## src/rtl/j_fdsync_pkg.sv

```systemverilog
// Shared helpers for the double-buffered sync register bank: size functions and the byte-lane merge.
package j_fdsync_pkg;

  localparam int MAX_W = 64;
  localparam int MAX_B = MAX_W / 8;

  function automatic int byte_cnt(input int width);
    return width / 8;
  endfunction

  function automatic int idx_w(input int n);
    return (n <= 1) ? 1 : $clog2(n);
  endfunction

  // Lane i of the result comes from new_v when be[i] is set, else from old_v.
  function automatic logic [MAX_W-1:0] byte_merge(input logic [MAX_W-1:0] old_v,
                                                  input logic [MAX_W-1:0] new_v,
                                                  input logic [MAX_B-1:0] be);
    logic [MAX_W-1:0] r;
    for (int i = 0; i < MAX_B; i++)
      r[8*i +: 8] = be[i] ? new_v[8*i +: 8] : old_v[8*i +: 8];
    return r;
  endfunction

endpackage

```

## src/rtl/j_fdsync_chan.sv

```systemverilog
// One channel: shadow, active and pending flops. FDSYNC_SHADOW_RD_EN exposes the shadow value.
module j_fdsync_chan
  import j_fdsync_pkg::*;
#(
  parameter int               WIDTH     = 32,
  parameter logic [WIDTH-1:0] RESET_VAL = '0
) (
  input  logic                       sys_clk,
  input  logic                       reset,
  input  logic                       wr,
  input  logic [byte_cnt(WIDTH)-1:0] be,
  input  logic [WIDTH-1:0]           d,
  input  logic                       commit,
  output logic [WIDTH-1:0]           active,
  output logic                       pending,
  output logic                       hit
`ifdef FDSYNC_SHADOW_RD_EN
  , output logic [WIDTH-1:0]         shadow
`endif
);

  logic [WIDTH-1:0] shadow_r;
  logic [WIDTH-1:0] merged;
  logic [MAX_W-1:0] merged_x;
  logic             wr_en;
  logic             unused_hi;

  assign wr_en     = wr && (|be);
  assign merged_x  = byte_merge(MAX_W'(shadow_r), MAX_W'(d), MAX_B'(be));
  assign unused_hi = ^merged_x;
  // Merged value feeds both the shadow and a same-edge commit.
  assign merged    = wr_en ? merged_x[WIDTH-1:0] : shadow_r;
  assign hit       = commit && pending;

`ifdef FDSYNC_SHADOW_RD_EN
  assign shadow = shadow_r;
`endif

  always_ff @(posedge sys_clk or posedge reset) begin
    if (reset) begin
      shadow_r <= RESET_VAL;
      active   <= RESET_VAL;
      pending  <= 1'b0;
    end else begin
      shadow_r <= merged;
      if (hit) begin
        active  <= merged;
        pending <= 1'b0;
      end else if (wr_en) begin
        pending <= 1'b1;
      end
    end
  end

endmodule

```

## src/rtl/j_fdsync_bank.sv

```systemverilog
// CHANNELS double-buffered registers committed atomically on sync.
// FDSYNC_SHADOW_RD_EN adds shadow_q readback of shadow[ld_chan].
module j_fdsync_bank
  import j_fdsync_pkg::*;
#(
  parameter int               WIDTH     = 32,
  parameter int               CHANNELS  = 4,
  parameter logic [WIDTH-1:0] RESET_VAL = '0
) (
  input  logic                          sys_clk,
  input  logic                          reset,
  input  logic                          ld,
  input  logic [idx_w(CHANNELS)-1:0]    ld_chan,
  input  logic [byte_cnt(WIDTH)-1:0]    be,
  input  logic [WIDTH-1:0]              d,
  input  logic                          sync,
  input  logic [CHANNELS-1:0]           sync_mask,
  output logic [CHANNELS*WIDTH-1:0]     q,
  output logic [CHANNELS-1:0]           pending,
  output logic                          committed
`ifdef FDSYNC_SHADOW_RD_EN
  , output logic [WIDTH-1:0]            shadow_q
`endif
);

  localparam int CW = idx_w(CHANNELS);

  logic [CHANNELS-1:0]            hit;
  logic [CHANNELS-1:0][WIDTH-1:0] active;
`ifdef FDSYNC_SHADOW_RD_EN
  logic [CHANNELS-1:0][WIDTH-1:0] shadow_all;
`endif

  // Out-of-range ld_chan matches no channel, so such writes vanish.
  for (genvar c = 0; c < CHANNELS; c++) begin : g_chan
    j_fdsync_chan #(
      .WIDTH     (WIDTH),
      .RESET_VAL (RESET_VAL)
    ) u_chan (
      .sys_clk (sys_clk),
      .reset   (reset),
      .wr      (ld && (ld_chan == CW'(c))),
      .be      (be),
      .d       (d),
      .commit  (sync && sync_mask[c]),
      .active  (active[c]),
      .pending (pending[c]),
      .hit     (hit[c])
`ifdef FDSYNC_SHADOW_RD_EN
      , .shadow (shadow_all[c])
`endif
    );
  end

  assign q = active;

  always_ff @(posedge sys_clk or posedge reset) begin
    if (reset) committed <= 1'b0;
    else       committed <= |hit;
  end

`ifdef FDSYNC_SHADOW_RD_EN
  always_comb begin
    shadow_q = RESET_VAL;
    for (int c = 0; c < CHANNELS; c++)
      if (ld_chan == CW'(c)) shadow_q = shadow_all[c];
  end
`endif

endmodule

```

## config.mk

```make
export PLATFORM = sky130hd
export DESIGN_NAME = j_fdsync_bank
export DESIGN_NICKNAME = d
export VERILOG_FILES = /design/src/rtl/j_fdsync_pkg.sv /design/src/rtl/j_fdsync_chan.sv /design/src/rtl/j_fdsync_bank.sv
export SDC_FILE = /design/constraint.sdc
export NUM_CORES = 1
export LEC_CHECK = 0
export BUFFER_PORTS_ARGS = -buffer_cell sky130_fd_sc_hd__buf_2
export CELL_PAD_IN_SITES_DETAIL_PLACEMENT = 1
export CELL_PAD_IN_SITES_GLOBAL_PLACEMENT = 1
export CORE_MARGIN = 5
export CORE_UTILIZATION = 45
export CTS_CLUSTER_DIAMETER = 50
export CTS_CLUSTER_SIZE = 10
export DETAILED_ROUTE_END_ITERATION = 16
export PLACE_DENSITY_LB_ADDON = 0.1
export SLEW_MARGIN = 5
export SYNTH_ARGS = -nofsm -noshare
export SYNTH_HDL_FRONTEND = slang
export SYNTH_SLANG_ARGS = --single-unit
```

## constraint.sdc

```tcl
create_clock -name sys_clk -period 16.7 [get_ports sys_clk]
set_clock_uncertainty 0.15 [all_clocks]
set_input_delay 2.505 -clock sys_clk [delete_from_list [all_inputs] [get_ports sys_clk]]
set_output_delay 2.505 -clock sys_clk [all_outputs]
set_load 0.03 [all_outputs]
```

# Yosys cells after proc, flatten, opt, wreduce, memory -nomap -nowiden
# Cells that the tools add are included.
[op_classes]
n_reduce_logical = 23
n_mul = 0
bitwise = 0
n_addsub = 0
eq_ne = 3
order_cmp = 0
div_mod_pow = 0
n_shift = 0
mux = 28
[ops]
columns = ["operator", "count"]
rows = [
  ["two-way mux 32 bit", 4],
  ["two-way mux 8 bit", 16],
  ["logical AND 1 bit", 16],
  ["two-way mux 1 bit", 8],
  ["nonzero test 2 bit", 4],
  ["OR reduction 4 bit", 2],
  ["== test 2 bit (second input constant)", 2],
  ["== test 2 x 1 -> 1 bit (second input constant)", 1],
  ["logical NOT 2 bit", 1],
]
[totals]
mem_bits_rw = 0
mem_count = 0
latchBits = 0
ff_bits = 261
out_inout_bits = 133
romBits = 0
word_cells = 67

# Longest topological paths before layout
[depth]
word_depth = 5
ltp_mapped = 7

# Cells and area by module
# A second synthesis with hierarchy kept.
[unflattened]
cells_unflattened = 1035
area_unflattened_um2 = 12184.2
[modules_own_cells]
columns = ["mod", "n_inst", "cells_each", "seq_area_each_um2", "area_each_um2"]
rows = [
  ["j_fdsync_chan", 4, 256, 1626.6, 3022.9],
  ["j_fdsync_bank", 1, 11, 25.0, 92.6],
]

# Least setup slack after synthesis
# No wires, ideal clock.
[synth_path]
path_type = "input port to flip-flop"
start = "input port be[3]"
end = "register g_chan[0].u_chan.shadow_r[10]"
path_stages = 7
arrival_ps = 3979
setup_time_ps = 125
n_path_buf = 4
slack_ps = 12446
path_cell_list = "buf_2 > or4_1 > buf_2 > and2_4 > buf_6 > buf_6 > mux2_4"
[synth_via]
elab_chain_len = 3
[synth_lines]
columns = ["element", "line", "rtl"]
rows = [
  ["start, declared", "j_fdsync_bank.sv:14", "input logic [byte_cnt(WIDTH)-1:0] be,"],
  ["OR reduction 4 bit", "j_fdsync_chan.sv:28", "assign wr_en = wr && (|be);"],
  ["logical AND 1 bit", "j_fdsync_chan.sv:28", ""],
  ["two-way mux 32 bit", "j_fdsync_chan.sv:32", "assign merged = wr_en ? merged_x[WIDTH-1:0] : shadow_r;"],
  ["named net g_chan[0].u_chan.merged[10]", "j_fdsync_chan.sv:23", "logic [WIDTH-1:0] merged;"],
  ["end signal, assigned", "j_fdsync_chan.sv:45", "shadow_r <= merged;"],
  ["end, declared", "j_fdsync_chan.sv:22", "logic [WIDTH-1:0] shadow_r;"],
]
# The timed path passes the listed nets, and every way through them passes these cells.
# A chain may end at the register's enable or synchronous reset.

# Final worst setup path
[layout_path]
start = "input port be[2]"
end = "register g_chan[3].u_chan.shadow_r[0]"
[layout_via]
elab_chain_len = 3
[layout_lines]
columns = ["element", "line"]
rows = [
  ["OR reduction 4 bit", "j_fdsync_chan.sv:28"],
  ["logical AND 1 bit", "j_fdsync_chan.sv:28"],
  ["two-way mux 32 bit", "j_fdsync_chan.sv:32"],
  ["named net g_chan[3].u_chan.merged[0]", "j_fdsync_chan.sv:23"],
  ["end signal, assigned", "j_fdsync_chan.sv:45"],
  ["end, declared", "j_fdsync_chan.sv:22"],
]
# The timed path passes the listed nets, and every way through them passes these cells.

==> results by group <==
Run status
  • Status: finished, final reports clean

Setup path
  • Crit path launch type: input pin
  • Crit Path Max Fanout: 65
  • CP max stage cell: and2_4
  • Crit path max-delay family: simple AND/OR/NAND/NOR gates
  • CP Capture Type: flip-flop
  • Crit path from: be[2]
  • Crit Path Category: in -> reg
  • RR Startpoint: g_chan[1].u_chan.pending
  • Setup slack, reg-to-reg: 14.45 ns
  • Worst-path cell chain: buf_2 > or4_4 > and2_4 > mux2_2
  • CP arrival: 5.26 ns
  • Critical Path RT: 16.94 ns
  • Worst path bufs/invs: 1
  • CP max stage delay: a little over 0.9 ns

Synthesis
  • Largest cells by area after synthesis: dfrtp_1 50%, mux2_2 16%, mux2_4 7.8%, nand2_1 7.3%, o211ai_1 7.3%
  • Yosys top cell area share: 0.498
  • Mapped Nets: 1217
  • Area leader, netlist: dfrtp_1
  • Post-Syn Area per Cell: 11.2 sq um
  • Syn. warnings: 0
  • Cell variety after synth: 19
  • Cells after Synth: between 1000 and 1500
  • Seq cells post-synth: 261
  • Sequential cell area fraction in the yosys report: 0.498
  • Syn Std Cell Area: 0.0131 sq mm

Clocking
  • Latest clock arrival within the worst-skew pair: 0.51 ns
  • Sink Count: about 260
  • Clk buf depth: 3
  • CTS Hold Bufs: 0
  • H-tree levels: 2
  • Post-CTS resize count: 0
  • CTS tree: done
  • CTS Root Cell: clkbuf_16
  • Total CTS buffers: 37
  • Setup Buffers After CTS: 0
  • Clk slew on worst S/H paths: 0.05 ns

Layout
  • Final instance area: 0.0152 sq mm
  • # nets final: ~1300
  • Finished Layout Cells: 1683
  • Antenna Cells: 0
  • FILL cells: 3095
  • Share of layout cells above drive strength 1: 0.398
  • Most common cell after layout, fill and taps aside: dfrtp_1
  • Most frequent cells in the layout: 261 x dfrtp_1, 256 x nand2_1, 188 x mux2_2, 178 x buf_2, 129 x nand4_1
  • Area grow syn2layout: 16.3%

Die
  • Num rows: just over 60
  • IO Pins: 179
  • Die Area: 0.0326 sq mm
  • Die Height: 181 microns
  • Die X-Extent: roughly 180 microns
  • CORE AREA: 0.0287 sq mm
  • Initial core utilization: 0.457

Global route
  • First-pass GRT wire length: a little over 60000 microns
  • Initial antenna violation count: 0
  • Grt ovf: 0
  • GRT Util Overall: 0.234
  • Largest net degree at the start of global routing: 121
  • Vias in the first global route: 10600

STA
  • Slew Viols, Final: 0
  • Slew HR: 0.157
  • Post-route setup TNS: 0 ns
  • Peak Freq: between 150 and 200 MHz
  • Setup Viol. Count Final: 0
  • Final min period: ~5.0 ns
  • Final WS setup: roughly 12 ns
  • Tcrit/Tclk final: 0.301
  • Worst-Margin Slew: 1.26 ns
  • Final hold violation count: 0
  • RSZ-0062 raised after global routing: no

Pwr
  • Clk pwr share: 0.267
  • Leakage: 6.56 nW
  • Sw Ratio: 0.386
  • Pwr Density: 190 mW/mm^2
  • Comb pwr share: 0.350
  • Worst vdd ir: between 0.00009 and 0.0001 V
  • Switching power: ~1.1 mW
  • Cell Int Power: roughly 1.8 mW
  • Sequential power share: 0.383

Routing
  • Drt total wl: slightly below 40000 microns
  • Post-route ant nets: 0
  • Number of vias per cell: just under 6
  • TritonRoute pass-1 iters: 4
  • Routed vias: 9802
  • DR iter-0 viols: 493
  • # DRC: 0
  • Routed WL per cell: 22.9 microns

Place
  • Placed insts: around 1600
  • Final HPWL DP: 22400 microns
  • Pre-CTS setup slack: 11.13 ns
  • Placed cell area: 0.0140 sq mm
  • Routability congestion estimate: 0.733
  • Port Buffers: 178

Worst hold path
  • Type of the tightest min-delay check: reg -> reg
  • Min-delay src: g_chan[3].u_chan.active[24]

Flow run
  • Max-cap violation count: 0
-- layer usage --
metal / GRT usage / share of wire / vias up
li1: - / - / 4476
met1: 0.319 / 0.45 / 5047
met2: 0.397 / 0.49 / 223
met3: 0.0351 / 0.037 / 56
met4: 0.0520 / 0.018 / 0
met5: 0 / 0 / -
-- worst register-to-register path, stage by stage (launching register included) --
cell and delay, ns:
dfrtp_1 0.42, and3_2 1.07, nand2_1 0.22, o211ai_1 0.28
-- cell usage after synthesis --
library cell	number
dfrtp_1	261
nand2_1	256
mux2_2	188
nand4_1	129
o211ai_1	128
clkbuf_1	76
mux2_4	68
buf_1	21
buf_6	12
buf_2	6
and3_1	5
and2_4	4
buf_4	4
nand3_1	4
o21a_1	4
and3b_1	2
inv_1	1
nor3b_1	1
or4_1	1
-- stage by stage --
step,total power [mW],utilization,hold WS [ns]
CTS,2.93,0.531,0.356
global placement,2.10,0.489,0.338
global route,3.05,0.531,0.380
finish,2.90,0.531,0.348
floorplan,1.81,-,0.349
detailed placement,2.13,0.489,0.344
-- power by group through the flow --
stage	clock [mW]	combinational [mW]	sequential [mW]
after floorplan	0	0.443	1.36
after global placement	0	0.998	1.11
after detailed placement	0	1.02	1.12
after CTS	0.789	1.03	1.11
after global routing	0.821	1.09	1.14
final	0.775	1.01	1.11
-- state kept, by name, indices dropped and copies added (netlist names) --
name / cells
g_chan.u_chan.shadow_r: 128
committed: 1
g_chan.u_chan.pending: 4
g_chan.u_chan.active: 128
-- worst paths after layout --
kind | endpoint | depth (start not counted)
worst max-delay path | g_chan[3].u_chan.shadow_r[0] | 4
worst min-delay path | g_chan[3].u_chan.active[24] | 2
worst max register to register | g_chan[1].u_chan.active[27] | 3
worst min register to register | g_chan[3].u_chan.active[24] | 2
max in group asynchronous | g_chan[1].u_chan.active[12] | 4
min in group asynchronous | g_chan[3].u_chan.active[28] | 2
-- cells by family (layout without fill, tap and decap cells) --
family | after synthesis | count (layout) | share of synthesized area
muxes | 256 | 256 | 0.239
and+or+nand+nor | 402 | 402 | 0.144
AOI/OAI and AO/OA | 132 | 132 | 0.0756
DFF | 261 | 261 | 0.498
buffers and inverters | 120 | 248 | 0.0429
-- final cells by class --
cell class                      count  area, sq um  share of cell area
Inverter                            1         11.3            0.000739
Tap cell                          384          480              0.0315
Multi-Input combinational cell    790         6050               0.397
Timing Repair Buffer              188          966              0.0634
Clock buffer                       47         1050              0.0686
Sequential cell                   261         6530               0.429
Clock inverter                     12          153              0.0100
(Power assumes the default switching activity.)
